File: config.mk
export PLATFORM = sky130hd
export DESIGN_NAME = singcyc_periph_flat
export DESIGN_NICKNAME = d
export VERILOG_FILES = /design/src/rtl/singcyc_periph_if.sv /design/src/rtl/singcyc_periph.sv /design/src/flat_wrapper.sv
export SDC_FILE = /design/constraint.sdc
export NUM_CORES = 1
export LEC_CHECK = 0
export ABC_AREA = 1
export CORE_MARGIN = 1
export CORE_UTILIZATION = 50
export CTS_CLUSTER_DIAMETER = 120
export DETAILED_ROUTE_END_ITERATION = 10
export HOLD_SLACK_MARGIN = 0.05
export PLACE_DENSITY = 0.75
export SLEW_MARGIN = 5
export SYNTH_ARGS = -nofsm -noshare
export SYNTH_HDL_FRONTEND = slang
export SYNTH_SLANG_ARGS = --single-unit
File: constraint.sdc
create_clock -name iClk -period 2.42 [get_ports iClk]
set_clock_uncertainty 0.05 [all_clocks]
set_input_delay 0.605 -clock iClk [delete_from_list [all_inputs] [get_ports iClk]]
set_output_delay 0.605 -clock iClk [all_outputs]
set_load 0.1 [all_outputs]
File: src/rtl/singcyc_periph_if.sv
// rtl/singcyc_periph_if.sv - data-memory bus between the single-cycle core and the peripheral block
//
// Purpose: groups the core's data-port address, strobes and data buses.
// Members:
//   iAddr     - byte address from the core (ALU result)
//   iMemRead  - read strobe
//   iMemWrite - write strobe, sampled on the rising clock edge
//   iWrData   - write data
//   oRdData   - combinational read data returned by the peripheral
// Modports: master (core side), slave (peripheral side).
interface singcyc_periph_if;
    logic [31:0] iAddr;
    logic        iMemRead;
    logic        iMemWrite;
    logic [31:0] iWrData;
    logic [31:0] oRdData;

    modport master (
        output iAddr,
        output iMemRead,
        output iMemWrite,
        output iWrData,
        input  oRdData
    );

    modport slave (
        input  iAddr,
        input  iMemRead,
        input  iMemWrite,
        input  iWrData,
        output oRdData
    );
endinterface

File: src/rtl/singcyc_periph.sv
// rtl/singcyc_periph.sv - memory-mapped timer, LED/switch/7-seg and UART TX peripheral
//
// Purpose: decodes the 32-byte register window at BASE_ADDR on the core's data port.
//   0x00 TH, 0x04 TL, 0x08 TCON[2:0], 0x0C LED[7:0], 0x10 SWITCH (RO),
//   0x14 DIGI[11:0], 0x18 UART_TXD (WO), 0x1C UART_STAT (RO, bit0 = busy).
// Ports:
//   iClk, iRst_n - clock, asynchronous active-low reset
//   bus          - data-memory slave port (address, strobes, write/read data)
//   iSwitch      - board switches
//   oLed, oDigi  - LED and 7-seg drive registers
//   oTx          - UART serial output, idle high
//   oIrq         - timer interrupt request (TCON[2])
module singcyc_periph #(
    parameter int unsigned CLKS_PER_BIT = 16,
    parameter logic [31:0] BASE_ADDR    = 32'h40000000
) (
    input  logic            iClk,
    input  logic            iRst_n,
    singcyc_periph_if.slave bus,
    input  logic [7:0]      iSwitch,
    output logic [7:0]      oLed,
    output logic [11:0]     oDigi,
    output logic            oTx,
    output logic            oIrq
);
    localparam logic [15:0] BIT_LAST = 16'(CLKS_PER_BIT - 1);

    localparam logic [2:0] SEL_TH   = 3'd0;
    localparam logic [2:0] SEL_TL   = 3'd1;
    localparam logic [2:0] SEL_TCON = 3'd2;
    localparam logic [2:0] SEL_LED  = 3'd3;
    localparam logic [2:0] SEL_SW   = 3'd4;
    localparam logic [2:0] SEL_DIGI = 3'd5;
    localparam logic [2:0] SEL_TXD  = 3'd6;
    localparam logic [2:0] SEL_STAT = 3'd7;

    typedef enum logic [1:0] {S_IDLE, S_START, S_DATA, S_STOP} uart_state_t;

    logic [31:0] th_q, th_d;
    logic [31:0] tl_q, tl_d;
    logic [2:0]  tcon_q, tcon_d;
    logic [7:0]  led_q, led_d;
    logic [11:0] digi_q, digi_d;

    uart_state_t state_q;
    logic [15:0] cnt_q;
    logic [2:0]  idx_q;
    logic [7:0]  shift_q;
    logic        tx_q;
    logic        busy_q;

    // Subtracting the base gives a full 32-bit compare for any base alignment.
    logic [31:0] off;
    logic        mapped;
    logic [2:0]  sel;
    logic        wr_en;
    logic [31:0] rd_data;

    assign off    = bus.iAddr - BASE_ADDR;
    assign mapped = (off[31:5] == 27'd0) && (off[1:0] == 2'b00);
    assign sel    = off[4:2];
    assign wr_en  = bus.iMemWrite && mapped;

    always_comb begin
        rd_data = 32'd0;
        if (bus.iMemRead && mapped) begin
            case (sel)
                SEL_TH:   rd_data = th_q;
                SEL_TL:   rd_data = tl_q;
                SEL_TCON: rd_data = {29'd0, tcon_q};
                SEL_LED:  rd_data = {24'd0, led_q};
                SEL_SW:   rd_data = {24'd0, iSwitch};
                SEL_DIGI: rd_data = {20'd0, digi_q};
                SEL_TXD:  rd_data = 32'd0;
                SEL_STAT: rd_data = {31'd0, busy_q};
                default:  rd_data = 32'd0;
            endcase
        end
    end

    assign bus.oRdData = rd_data;

    // Timer update is computed first so a same-cycle CPU write overrides it;
    // a reload always uses the TH value held before this edge.
    always_comb begin
        th_d   = th_q;
        tl_d   = tl_q;
        tcon_d = tcon_q;
        led_d  = led_q;
        digi_d = digi_q;
        if (tcon_q[0]) begin
            if (tl_q == 32'hFFFFFFFF) begin
                tl_d = th_q;
                if (tcon_q[1]) begin
                    tcon_d[2] = 1'b1;
                end
            end else begin
                tl_d = tl_q + 32'd1;
            end
        end
        if (wr_en) begin
            case (sel)
                SEL_TH:   th_d   = bus.iWrData;
                SEL_TL:   tl_d   = bus.iWrData;
                SEL_TCON: tcon_d = bus.iWrData[2:0];
                SEL_LED:  led_d  = bus.iWrData[7:0];
                SEL_DIGI: digi_d = bus.iWrData[11:0];
                default:  ;
            endcase
        end
    end

    always_ff @(posedge iClk or negedge iRst_n) begin
        if (!iRst_n) begin
            th_q   <= 32'd0;
            tl_q   <= 32'd0;
            tcon_q <= 3'd0;
            led_q  <= 8'd0;
            digi_q <= 12'd0;
        end else begin
            th_q   <= th_d;
            tl_q   <= tl_d;
            tcon_q <= tcon_d;
            led_q  <= led_d;
            digi_q <= digi_d;
        end
    end

    // UART transmitter. A TXD write is only accepted in IDLE, so writes while
    // busy, including the final STOP cycle, are dropped.
    always_ff @(posedge iClk or negedge iRst_n) begin
        if (!iRst_n) begin
            state_q <= S_IDLE;
            cnt_q   <= 16'd0;
            idx_q   <= 3'd0;
            shift_q <= 8'd0;
            tx_q    <= 1'b1;
            busy_q  <= 1'b0;
        end else begin
            case (state_q)
                S_IDLE: begin
                    if (wr_en && (sel == SEL_TXD)) begin
                        shift_q <= bus.iWrData[7:0];
                        state_q <= S_START;
                        tx_q    <= 1'b0;
                        busy_q  <= 1'b1;
                        cnt_q   <= 16'd0;
                    end
                end
                S_START: begin
                    if (cnt_q == BIT_LAST) begin
                        cnt_q   <= 16'd0;
                        idx_q   <= 3'd0;
                        tx_q    <= shift_q[0];
                        state_q <= S_DATA;
                    end else begin
                        cnt_q <= cnt_q + 16'd1;
                    end
                end
                S_DATA: begin
                    if (cnt_q == BIT_LAST) begin
                        cnt_q <= 16'd0;
                        if (idx_q == 3'd7) begin
                            tx_q    <= 1'b1;
                            state_q <= S_STOP;
                        end else begin
                            idx_q   <= idx_q + 3'd1;
                            shift_q <= {1'b0, shift_q[7:1]};
                            tx_q    <= shift_q[1];
                        end
                    end else begin
                        cnt_q <= cnt_q + 16'd1;
                    end
                end
                S_STOP: begin
                    if (cnt_q == BIT_LAST) begin
                        cnt_q   <= 16'd0;
                        busy_q  <= 1'b0;
                        state_q <= S_IDLE;
                    end else begin
                        cnt_q <= cnt_q + 16'd1;
                    end
                end
                default: state_q <= S_IDLE;
            endcase
        end
    end

    assign oLed  = led_q;
    assign oDigi = digi_q;
    assign oTx   = tx_q;
    assign oIrq  = tcon_q[2];
endmodule

File: src/flat_wrapper.sv
// flat-port wrapper written by rule: the top's interface ports become plain ports
module singcyc_periph_flat 
#(
    parameter int unsigned CLKS_PER_BIT = 16,
    parameter logic [31:0] BASE_ADDR    = 32'h40000000
)
  (iClk, iRst_n, iSwitch, oLed, oDigi, oTx, oIrq, bus_iAddr, bus_iMemRead, bus_iMemWrite, bus_iWrData, bus_oRdData);
  singcyc_periph_if bus_i ();
  input  logic iClk;
  input  logic iRst_n;
  input  logic [7:0] iSwitch;
  output logic [7:0] oLed;
  output logic [11:0] oDigi;
  output logic oTx;
  output logic oIrq;
  input wire logic [$bits(bus_i.iAddr)-1:0] bus_iAddr;
  input wire logic [$bits(bus_i.iMemRead)-1:0] bus_iMemRead;
  input wire logic [$bits(bus_i.iMemWrite)-1:0] bus_iMemWrite;
  input wire logic [$bits(bus_i.iWrData)-1:0] bus_iWrData;
  output wire logic [$bits(bus_i.oRdData)-1:0] bus_oRdData;
  assign bus_i.iAddr = bus_iAddr;
  assign bus_i.iMemRead = bus_iMemRead;
  assign bus_i.iMemWrite = bus_iMemWrite;
  assign bus_i.iWrData = bus_iWrData;
  assign bus_oRdData = bus_i.oRdData;
  singcyc_periph #(.CLKS_PER_BIT(CLKS_PER_BIT), .BASE_ADDR(BASE_ADDR)) u_core (.iClk(iClk), .iRst_n(iRst_n), .bus(bus_i), .iSwitch(iSwitch), .oLed(oLed), .oDigi(oDigi), .oTx(oTx), .oIrq(oIrq));
endmodule
==> key figures <==
Clock tree
  • Clk root buf: clkbuf_16
  • CTS Buffer Depth: 2
  • CTS H-Tree Depth: 4
  • Worst skew pair latency: 0.43 ns
  • Count of clock tree sinks: roughly 120
  • CTS tree: done
  • Clock transition at path regs: 0.06 ns
  • Hold-fix buffers at CTS: 0
  • CTS Buf Count: 17

Timing
  • RSZ-0062 raised after global routing: true
  • Rel. slew slack: between 60% and 70%
  • Sum Neg Setup Slack: -7.119 ns
  • Worst Setup Slack, final: -0.2524 ns
  • Setup-failing EPs final: 32
  • F_max: 374.2 MHz
  • Max-slew violations: 0
  • Worst-Margin Slew: roughly 0.5 ns
  • Final min period: 2.672 ns
  • Hold Fails Final Rpt: 0
  • Final worst path period share: 110.4%

Pwr
  • PD cells: 440.6 nW/um^2
  • Pint: 3.869 mW
  • Pwr Total: 5.076 mW
  • Worst VDD drop: 0.0004951 V
  • Switching power share of the total: 23.77%
  • Clock share of power: 51.0%
  • Switching power: between 1 and 1.5 mW
  • Leak: roughly 5.3 nW
  • Reg power frac: 40.4%
  • Comb pwr share: under 10%

Die
  • Die area: 16,710 sq um
  • Initial Utilization: approximately half
  • Chip width: 129.3 microns
  • Number of core rows: 46
  • Core Area: 15,830 sq um
  • Top Ports: 130
  • Die Span Y: ~130 microns

Placement
  • Placed Area: roughly 11,000 sq um
  • Final GP Congestion: 0.9657
  • PortBufs: roughly 130
  • DP Cell Count: 1,565
  • Hpwl dp: 18,240 microns

Finish
  • Core Util, Final: roughly 73%
  • Area grow syn2layout: 42.31%
  • Final cell count without fillers: 1,602
  • Most common cell after layout, fill and taps aside: nand2_1
  • Fillers: 1,241
  • Ant. Diodes: 0
  • Layout Cell Area excl Fill: 11,520 sq um
  • Share of layout cells above drive strength 1: 24.46%
  • # nets final: 1,459
  • Commonest non-fill, non-tap cells in the layout: nand2_1 (356), nor2_1 (163), dfrtp_1 (117)

Yosys
  • Synthesized Nets: 1,287
  • Syn Inst Count: 1,202
  • Post-synthesis register bit count: 118
  • Unique masters post-synth: 41
  • Number of enable flip-flop cells after synthesis: 0
  • Dominant synthesized flop cell: dfrtp_1
  • Mean area per synthesized cell: 6.736 sq um
  • Synth Cell Area: 8097 sq um
  • Synth warn: 0
  • Seq/Total Area, Yosys: between 30% and 40%
  • Asr flop ratio synth: 100.0%

Hold path
  • Hold Path Class: in -> async

GRT
  • Initial antenna violation count: 0
  • First-pass GRT wire length: 41,490 microns
  • Total grt overflow: 0
  • Pin count of the biggest net entering global routing: 38
  • GR Util All Layers: 32.16%
  • Vias in the first global route: 8,290

Setup path
  • Required @ worst endpoint: 1.76 ns
  • Kind of critical path: in -> out
  • Worst-path maximum fanout: 7
  • Startpoint Class: input port
  • WP data arrival: 2.02 ns
  • CP endpoint kind: primary output

Routing
  • Wire length per cell: between 15 and 20 microns
  • Final WL: 25,580 microns
  • Drt first pass iters: 8
  • DRC: 0
  • DR vias: 8,688
  • Starting DRT DRC Count: just over 800
  • Drt via density: 5.423
  • ANT nets after route: 0

Run status
  • Failing checks: setup timing
  • Status: complete, but fails checks

Run
  • Max-Cap Viols: 0
-- flip-flops by register name (all words and copies together) (netlist names) --
register        flops
u_core.idx_q        3
u_core.oDigi       12
u_core.state_q      2
u_core.oLed         8
u_core.cnt_q       16
u_core.oTx          1
u_core.shift_q      8
u_core.busy_q       1
u_core.th_q        32
u_core.tcon_q       3
u_core.tl_q        32
-- kinds of logic (layout without fill, tap and decap cells) --
logic type | count (synthesis) | count (layout) | share of synthesized area (%)
buffers and inverters | 166 | 350 | 9.411
adders and majority gates | 9 | 9 | 1.391
AOI/OAI and AO/OA | 177 | 177 | 13.00
and+or+nand+nor | 718 | 718 | 38.20
xor gates and xnor gates | 14 | 14 | 1.514
DFF | 118 | 118 | 36.49
-- critical path, stage by stage --
cell and delay [ns]:
buf_8 0.10, nor2_4 0.09, nand2_2 0.07, nor2_4 0.11, nand2_2 0.08, nor3b_4 0.27
buf_12 0.16, inv_12 0.05, buf_12 0.15, a21oi_4 0.14, buf_12 0.19
-- routing by layer --
layer	vias up	routed length, microns	global-route usage (%)
met5	-	0	0
met4	0	750	12.80
met3	68	1917	6.111
met2	351	12610	54.43
met1	4059	10310	40.55
li1	4210	-	-
-- worst paths after layout --
path / slack [ns] / from / endpoint / cells past startpoint
min: 0.1 / iRst_n / u_core.shift_q[7] / 1
max: -0.25 / bus_iAddr[21] / bus_oRdData[30] / 11
min reg2reg: 0.42 / u_core.oTx / u_core.oTx / 2
max reg2reg: 0.18 / u_core.tl_q[1] / u_core.tl_q[13] / 10
min in group iClk: 0.42 / u_core.oTx / u_core.oTx / 2
max in group asynchronous: 1.57 / iRst_n / u_core.oLed[1] / 2
-- Yosys cell counts (13+ instances only) --
cell	instances	area share [%]
a21oi_1	63	3.9
buf_6	13	1.8
clkbuf_1	18	0.83
dfrtp_1	117	36
inv_1	112	5.2
nand2_1	363	17
nand3_1	96	5.9
nand4_1	17	1.3
nor2_1	188	8.7
o21ai_0	51	3.2
o21ai_1	14	0.87
o21ai_2	26	2.8
-- area by class of cell --
class | count | area [sq um] | share of cell area (%)
Multi-Input combinational cell | 918 | 4977 | 43.20
Sequential cell | 118 | 2954 | 25.64
Timing Repair Buffer | 200 | 2262 | 19.63
Inverter | 119 | 461.7 | 4.007
Clock buffer | 19 | 442.9 | 3.844
Tap cell | 216 | 270.3 | 2.346
Clock inverter | 12 | 153.9 | 1.336
-- power by group through the flow --
stage                     Combinational (mW)  Clock (mW)  Sequential [mW]
final                                  0.439        2.59             2.05
after global routing                   0.472        2.71             2.05
after CTS                              0.410        2.60             2.05
after detailed placement               0.408           0             2.08
after global placement                 0.400           0             2.08
after floorplan                        0.147           0             2.08
-- through the flow --
step           setup WS, ns  hold WS [ns]
2_1_floorplan       -0.3716        0.2594
3_3_place_gp        -0.6506        0.4078
3_5_place_dp        -0.6669        0.4114
4_1_cts             -0.2587        0.1134
5_1_grt             -0.3240        0.1394
6_report            -0.2524       0.09564
-- repair_timing --
action                     CTS  global route
resized for setup          177            47
pin swaps                   33            26
hold endpoints to repair     0             0
setup buffers                4             1
setup endpoints to repair   32            32
cloned                       2             0
Note: power is estimated with default switching activity, not from simulation.
